### src/rtl/byte_fetch_queue_pkg.sv
// Shared definitions for the instruction-byte fetch stage: reset vector
// addresses, default address width and the fetch state encoding.
package byte_fetch_queue_pkg;

  localparam int unsigned BFQ_ADDR_W = 16;

  localparam logic [15:0] RESET_VECTOR_LO = 16'hFFFC;
  localparam logic [15:0] RESET_VECTOR_HI = 16'hFFFD;

  typedef enum logic [1:0] {
    VEC_LO = 2'd0,
    VEC_HI = 2'd1,
    RUN    = 2'd2
  } fetch_state_e;

endpackage

### src/rtl/byte_fetch_queue_fifo.sv
// Synchronous FIFO with flush and occupancy count; head is read combinationally.
module sync_fifo #(
  parameter int unsigned DATA_WIDTH = 8,
  parameter int unsigned DEPTH      = 4
) (
  input  logic                         clk,
  input  logic                         rst,
  input  logic                         push,
  input  logic [DATA_WIDTH-1:0]        push_data,
  input  logic                         pop,
  input  logic                         flush,
  output logic [DATA_WIDTH-1:0]        head,
  output logic [$clog2(DEPTH+1)-1:0]   count
);

  localparam int unsigned PTR_W = (DEPTH > 1) ? $clog2(DEPTH) : 1;
  localparam int unsigned CNT_W = $clog2(DEPTH + 1);

  logic [DATA_WIDTH-1:0] mem_q [DEPTH];
  logic [PTR_W-1:0]      wr_ptr_q, wr_ptr_d;
  logic [PTR_W-1:0]      rd_ptr_q, rd_ptr_d;
  logic [CNT_W-1:0]      count_q, count_d;
  logic                  do_push, do_pop;

  always_comb begin
    do_pop   = pop && (count_q != '0);
    // A full FIFO still accepts a push when the head leaves in the same cycle
    do_push  = push && !flush && ((count_q != CNT_W'(DEPTH)) || do_pop);
    wr_ptr_d = wr_ptr_q + PTR_W'(do_push);
    rd_ptr_d = rd_ptr_q + PTR_W'(do_pop);
    count_d  = count_q + CNT_W'(do_push) - CNT_W'(do_pop);
    if (flush) begin
      wr_ptr_d = '0;
      rd_ptr_d = '0;
      count_d  = '0;
    end
  end

  always_ff @(posedge clk) begin
    if (rst) begin
      wr_ptr_q <= '0;
      rd_ptr_q <= '0;
      count_q  <= '0;
    end else begin
      wr_ptr_q <= wr_ptr_d;
      rd_ptr_q <= rd_ptr_d;
      count_q  <= count_d;
    end
  end

  always_ff @(posedge clk) begin
    if (do_push) begin
      mem_q[wr_ptr_q] <= push_data;
    end
  end

  assign head  = mem_q[rd_ptr_q];
  assign count = count_q;

endmodule

### src/rtl/byte_fetch_queue.sv
// Instruction-byte fetch stage: loads the 6502 reset vector, then streams
// sequential bytes into a small FIFO; redirects flush and drop stale responses.
module byte_fetch_queue
  import byte_fetch_queue_pkg::*;
#(
  parameter int unsigned DEPTH  = 4,
  parameter int unsigned ADDR_W = BFQ_ADDR_W
) (
  input  logic              clk,
  input  logic              rst,
  input  logic              redirect_valid,
  input  logic [ADDR_W-1:0] redirect_pc,
  output logic              mem_req_valid,
  input  logic              mem_req_ready,
  output logic [ADDR_W-1:0] mem_req_addr,
  input  logic              mem_resp_valid,
  input  logic [7:0]        mem_resp_data,
  output logic [7:0]        instr,
  output logic              instr_valid,
  input  logic              instr_ready,
  output logic [ADDR_W-1:0] fetch_pc
);

  localparam int unsigned CNT_W = $clog2(DEPTH + 1);

  fetch_state_e      state_q, state_d;
  logic [ADDR_W-1:0] pc_q, pc_d;
  logic [7:0]        lo_latch_q, lo_latch_d;
  logic [CNT_W-1:0]  inflight_q, inflight_d;
  logic [CNT_W-1:0]  drop_cnt_q, drop_cnt_d;

  logic [CNT_W-1:0]  fifo_count;
  logic [7:0]        fifo_head;
  logic [CNT_W:0]    occupancy;
  logic              redirect, req_accept;
  logic              fifo_push, fifo_pop, fifo_flush;

  always_comb begin
    redirect      = (state_q == RUN) && redirect_valid;
    occupancy     = {1'b0, fifo_count} + {1'b0, inflight_q};
    mem_req_valid = 1'b0;
    mem_req_addr  = pc_q;
    case (state_q)
      VEC_LO: begin
        mem_req_valid = (inflight_q == '0);
        mem_req_addr  = ADDR_W'(RESET_VECTOR_LO);
      end
      VEC_HI: begin
        mem_req_valid = (inflight_q == '0);
        mem_req_addr  = ADDR_W'(RESET_VECTOR_HI);
      end
      RUN: begin
        mem_req_valid = (occupancy < (CNT_W + 1)'(DEPTH)) && !redirect_valid;
      end
      default: mem_req_valid = 1'b0;
    endcase
    if (rst) begin
      mem_req_valid = 1'b0;
    end
    req_accept = mem_req_valid && mem_req_ready;
    inflight_d = inflight_q + CNT_W'(req_accept) - CNT_W'(mem_resp_valid);
  end

  always_comb begin
    state_d    = state_q;
    pc_d       = pc_q;
    lo_latch_d = lo_latch_q;
    drop_cnt_d = drop_cnt_q;
    fifo_push  = 1'b0;
    case (state_q)
      VEC_LO: begin
        if (mem_resp_valid) begin
          lo_latch_d = mem_resp_data;
          state_d    = VEC_HI;
        end
      end
      VEC_HI: begin
        if (mem_resp_valid) begin
          pc_d    = ADDR_W'({mem_resp_data, lo_latch_q});
          state_d = RUN;
        end
      end
      RUN: begin
        // Everything still outstanding after this cycle belongs to the old stream
        if (redirect) begin
          pc_d       = redirect_pc;
          drop_cnt_d = inflight_d;
        end else begin
          if (req_accept) begin
            pc_d = pc_q + ADDR_W'(1);
          end
          if (mem_resp_valid) begin
            if (drop_cnt_q != '0) begin
              drop_cnt_d = drop_cnt_q - CNT_W'(1);
            end else begin
              fifo_push = 1'b1;
            end
          end
        end
      end
      default: state_d = VEC_LO;
    endcase
  end

  always_ff @(posedge clk) begin
    if (rst) begin
      state_q    <= VEC_LO;
      pc_q       <= '0;
      lo_latch_q <= '0;
      inflight_q <= '0;
      drop_cnt_q <= '0;
    end else begin
      state_q    <= state_d;
      pc_q       <= pc_d;
      lo_latch_q <= lo_latch_d;
      inflight_q <= inflight_d;
      drop_cnt_q <= drop_cnt_d;
    end
  end

  assign instr_valid = (fifo_count != '0) && !redirect_valid && !rst;
  assign fifo_pop    = instr_valid && instr_ready;
  assign fifo_flush  = redirect;
  assign instr       = fifo_head;
  assign fetch_pc    = pc_q;

  sync_fifo #(
    .DATA_WIDTH (8),
    .DEPTH      (DEPTH)
  ) u_fifo (
    .clk       (clk),
    .rst       (rst),
    .push      (fifo_push),
    .push_data (mem_resp_data),
    .pop       (fifo_pop),
    .flush     (fifo_flush),
    .head      (fifo_head),
    .count     (fifo_count)
  );

endmodule

### config.mk
export PLATFORM = sky130hd
export DESIGN_NAME = byte_fetch_queue
export DESIGN_NICKNAME = d
export VERILOG_FILES = /design/src/rtl/byte_fetch_queue_pkg.sv /design/src/rtl/byte_fetch_queue_fifo.sv /design/src/rtl/byte_fetch_queue.sv
export SDC_FILE = /design/constraint.sdc
export NUM_CORES = 1
export LEC_CHECK = 0
export CAP_MARGIN = 20
export CORE_MARGIN = 4
export CORE_UTILIZATION = 52
export DETAILED_ROUTE_END_ITERATION = 7
export GPL_TIMING_DRIVEN = 0
export MAX_ROUTING_LAYER = met4
export PLACE_DENSITY_LB_ADDON = 0.08
export SLEW_MARGIN = 15
export SYNTH_ARGS = -nofsm -noshare
export SYNTH_HDL_FRONTEND = slang
export SYNTH_SLANG_ARGS = --single-unit
### constraint.sdc
create_clock -name clk -period 4.41 [get_ports clk]
set_input_delay 0.882 -clock clk [delete_from_list [all_inputs] [get_ports clk]]
set_output_delay 0.882 -clock clk [all_outputs]
set_load 0.01 [all_outputs]
# Yosys cells after proc, flatten, opt, wreduce, memory -nomap -nowiden
# Memories as Yosys holds them, arrays and structs flattened. A register that Yosys moved wholly into a read port is not among the register bits.
# Index checks and enable logic that the tools add are counted.
# op_classes
addsub,9
n_mul,0
div,0
magnitude_cmp,1
eq_ne,6
shifts,0
n_mux,20
n_bitwise,1
n_reduce_logical,26
# op_table
op,n
16-bit one-hot mux with 2 select lines,2
16-bit two-way mux,3
16-bit by 1-bit adder with 16-bit output (second input constant),1
1-bit logical AND,9
3-bit two-way mux,3
3-bit AND reduction,3
1-bit two-way mux,7
3-bit by 1-bit adder with 3-bit output,2
2-bit two-way mux,3
2-bit one-hot mux with 3 select lines,1
2-bit nonzero test,3
3-bit nonzero test,2
3-bit by 1-bit subtractor with 3-bit output,2
2-bit by 1-bit adder with 2-bit output,2
3-bit by 3-bit adder with 4-bit output,1
4-bit by 3-bit < comparator with 1-bit output (second input constant),1
2-bit inequality test (second input constant),2
2-bit OR reduction,2
1-bit logical NOT,3
3-bit logical NOT,1
3-bit by 2-bit inequality test with 1-bit output (second input constant),1
3-bit inequality test (second input constant),1
3-bit by 1-bit subtractor with 3-bit output (second input constant),1
2-bit by 1-bit equality test with 1-bit output (second input constant),1
other kinds (6),6
# totals
regBits,39
latchBits,0
ram_bits,32
romBits,0
in_bits,30
out_inout_bits,42
word_cells,72
mem_count,1
# memory_table
name,depth,width,rd,rd_ports_with_merged_regs,wr,line,rtl
u_fifo.mem_q,4,8,1,1,1,byte_fetch_queue_fifo.sv:19,logic [DATA_WIDTH-1:0] mem_q [DEPTH];

# Longest topological paths before layout
# depth
word_depth,9
depth_mapped,14
mapped_depth_nobuf,14

# Modules after synthesis
# From an unflattened synthesis, not the netlist that was laid out.
# unflattened
hier_cells,350
hier_area_um2,3713.6
# modules_own_cells
module,n_inst,cells_per_inst,area_each_um2,seq_area_each_um2
byte_fetch_queue,1,272,2168.3,640.6
sync_fifo,1,78,1545.2,1101.1

# Least setup slack after synthesis
# No wires, ideal clock.
# synth_path
kind,input -> register
startpoint,input redirect_valid
endpoint,register drop_cnt_q[2]
setup_ps,122
t_arrival_ps,2781
t_required_ps,4288
slack_ps,1507
cell_stages,13
path_buffers,0
cell_sequence,nor3b_2 -> a21oi_1 -> nor2_1 -> nand2_1 -> ha_1 -> inv_1 -> ha_1 -> inv_1 -> fa_1 -> xor2_1 -> xnor2_1 -> nand2_1 -> o311a_1
# synth_between
elab_chain_len,8
elab_cells_between_ends,12
classes_between,2 x add/sub; 3 x mux; 7 x reduce/logical
# synth_lines
element,line,rtl
start: declaration,byte_fetch_queue.sv:11,"input logic redirect_valid,"
1-bit logical NOT,byte_fetch_queue.sv:53,mem_req_valid = (occupancy < (CNT_W + 1)'(DEPTH)) && !redirect_valid;
1-bit logical AND,byte_fetch_queue.sv:53,
1-bit one-hot mux with 2 select lines,byte_fetch_queue.sv:43,case (state_q)
1-bit two-way mux,byte_fetch_queue.sv:57,if (rst) begin
named net mem_req_valid,byte_fetch_queue.sv:13,"output logic mem_req_valid,"
1-bit logical AND,byte_fetch_queue.sv:60,req_accept = mem_req_valid && mem_req_ready;
3-bit by 1-bit adder with 3-bit output,byte_fetch_queue.sv:61,inflight_d = inflight_q + CNT_W'(req_accept) - CNT_W'(mem_resp_valid);
3-bit by 1-bit subtractor with 3-bit output,byte_fetch_queue.sv:61,
3-bit two-way mux,byte_fetch_queue.sv:85,if (redirect) begin
end signal: assignment,byte_fetch_queue.sv:117,drop_cnt_q <= drop_cnt_d;
end: declaration,byte_fetch_queue.sv:30,"logic [CNT_W-1:0] drop_cnt_q, drop_cnt_d;"
# The timed path passes the listed nets, and every way through them passes these cells.
# A chain may end at the register's enable or synchronous reset.

# Worst setup path after layout
# layout_path
startpoint,input redirect_valid
endpoint,output instr_valid
# layout_between
elab_chain_len,3
# layout_lines
element,line,rtl
1-bit logical NOT,byte_fetch_queue.sv:121,assign instr_valid = (fifo_count != '0) && !redirect_valid && !rst;
1-bit logical AND (2 in series),byte_fetch_queue.sv:121,
end: declaration,byte_fetch_queue.sv:19,"output logic instr_valid,"
# No other way between the ends.

==> results.ini <==
[worst_setup_path]
crit_path_max_fanout = 10
critPathLaunchType = input port
crit_type = input port to output pin
cp_data_arrival_time_ns = 2.52
rr_endpoint = drop_cnt_q[2]
required_ns = 3.53
timing.rr.start = u_fifo.count[2]
rrSetupSlack_ns = 1.66
rr_worst_depth = 14
cp-end-kind = output pin

[detailed_routing]
ant_nets = 0
drt_wl_total_um = 9630
vias_per_cell = 5.80
firstDrtPassIters = 5
post-route-drc-count = 0
routedWlPerCell_um = 18.5
vias = 3022
drt_iter0_markers = 213

[yosys]
synth-seq-cells = 71
synth_edf_count = 32
netlist_area_um2 = 3620
syn_avg_cell_area_um2 = 10.2
synth.distinct_cells = 53
yosysTopAreaCell = edfxtp_1
yosysSeqAreaShare_pct = 48.2
yosysWarnings = 0
synth.area.top_cells = edfxtp_1, dfxtp_1, mux4_2, ha_1, nand2_1
synthTopCellsByCount = dfxtp_1, nand2_1, edfxtp_1
netlist_instances = 354
synthMostInstantiatedCell = dfxtp_1
syn_nets = 397
synthFlopType = dfxtp_1
async_reset_ff_share_pct = 0
synth.top_cell.area_share_pct = 26.6

[pwr]
power_frac_clock_pct = 32.3
intPower_uw = 1130
seqPwrFrac_pct = 48.3
p_comb_share_pct = 19.4
switching_share_pct = 28.3
ir_worst_vdd_v = 0.000164
power.density_nw_per_um2 = 342
p_leak_uw = 0.00172
switchingPower_uw = 447

[hold_path]
hold_depth = 2
holdCritStartpoint = lo_latch_q[7]
hp-class = register to register
min_to = lo_latch_q[7]

[final_layout]
antennaDiodeCount = 0
areaGrowthSynthToFinish_pct = 27.8
drive_above_1_share_pct = 6.58
final_cells = 521
num-nets-final = 479

[clock_tree]
postCtsHoldBufs = 0
cts.sinks = 71
clock_latency_ns = 0.34
post_cts_buffers = 0
clockBufferDepth = 2
cts_made_buffers = 9
clkSlewWorstSetupHoldPaths_ns = 0.07
cts-root-buf = clkbuf_8
cts_tree = built
cts_resized = 0
cts-htree-levels = 3

[placed_design]
io_buffer_count = 71
place_inst = 505
dpl.hpwl_um = 7010
gp_congestion = 0.960

[grt]
grtUsageTotal_pct = 24.4
grt_start_max_net_pins = 13
antenna_found_initial = 0
grt.overflow.total = 0
grt_pass1_vias = 3043
grt_pass1_wl_um = 15700

[sta]
max_slew_margin_pct = 52.8
timing.hold.ws_ns = 0.515
tns_ns = 0
grt_setup_unrepaired = false
hold_violations = 0
fin_crit_ns = 3.40
fin_skew_ns = 0.0101
clock.fmax_ghz = 0.294
setup_viol = 0
worst_slew_pin_slew_ns = 0.706
slew_violations = 0
period_share_pct = 77.0

[floorplan]
core-area_um2 = 6760
io_pins = 72
rows = 30
die_y_um = 91.4
initial_core_util_pct = 53.5
die_w_um = 91.4
dieArea_um2 = 8350

[status]
outcome = complete, no violations

[flow_run]
max_cap_viol_count = 0

[routing by layer]
layer	vias to the layer above	GRT usage, %	share of wire (%)
met3	15	3.31	5.4
met5	-	-	0
met4	0	6.28	0.90
met1	1433	33.8	47
li1	1453	-	-
met2	121	38.0	47
[through the flow]
step | setup slack [ns] | cell area [µm²] | total power [µW] | utilization (%)
6_report | 1.01 | 4620 | 1580 | 68.4
5_1_grt | 0.891 | 4620 | 1650 | 68.4
4_1_cts | 1.02 | 4620 | 1580 | 68.4
3_5_place_dp | 0.783 | 4430 | 1080 | 65.6
3_3_place_gp | 0.633 | 4430 | 1070 | 65.5
2_1_floorplan | 1.51 | 3620 | 938 | -
[state kept, by name, summed over array words and instances (netlist names)]
signal           flops
drop_cnt_q           3
state_q              2
u_fifo.mem_q        32
u_fifo.wr_ptr_q      2
u_fifo.count         3
u_fifo.rd_ptr_q      2
lo_latch_q           8
inflight_q           3
fetch_pc            16
[critical path: stages]
cell             delay (ns)
clkdlybuf4s50_1        0.50
clkbuf_1               0.38
nor2_1                 0.13
o31a_1                 0.14
clkdlybuf4s50_1        0.48
[cell usage in the layout (no fill, tap or decap), types with 9 or more instances in the layout]
cell and n:
clkbuf_8 9, dfxtp_1 39, nand2_1 34, nand3_1 12
clkdlybuf4s50_1 71, nand2b_1 14, edfxtp_1 32, a21oi_1 21
and3_1 13, clkbuf_1 17, inv_1 14, mux2i_1 12
ha_1 11, nor2_1 31
[worst max-delay path by stage]
stage | start | slack (ns) | cells after the start | endpoint
finish | redirect_valid | 1.01 | 5 | instr_valid
global placement | redirect_valid | 0.63 | 6 | u_fifo.mem_q[0][0]
global route | state_q[1] | 0.89 | 4 | mem_req_addr[1]
CTS | redirect_valid | 1.02 | 5 | instr_valid
detailed placement | redirect_valid | 0.78 | 13 | u_fifo.count[2]
floorplan | redirect_valid | 1.51 | 13 | drop_cnt_q[2]
[kinds of logic (layout without fill, tap and decap cells)]
kind of cell    count (synthesis)  count (layout)  synth area share (%)
fa+ha+maj                      13              13                  4.91
xor+xnor                       14              14                  3.39
buf+inv                        36             123                  4.01
simple gates                  137             137                  19.4
flops                          71              71                  48.2
compound gates                 62              62                  11.5
mux                            21              21                  8.62
[power groups by stage]
stage	Sequential, µW	Combinational [µW]	Clock (µW)
floorplan	769	169	0
global placement	775	299	0
detailed placement	776	305	0
CTS	761	306	511
global route	767	336	549
finish	763	307	510
[cell type report]
class / instances / area, µm²
multi-input combinational: 247 / 1730
fill: 545 / 2140
clock buffer: 10 / 128
tap: 80 / 100
sequential: 71 / 1740
inverter: 14 / 52.6
clock inverter: 6 / 61.3
timing repair buffer: 71 / 711
buffer: 22 / 92.6
(Power assumes the default switching activity.)
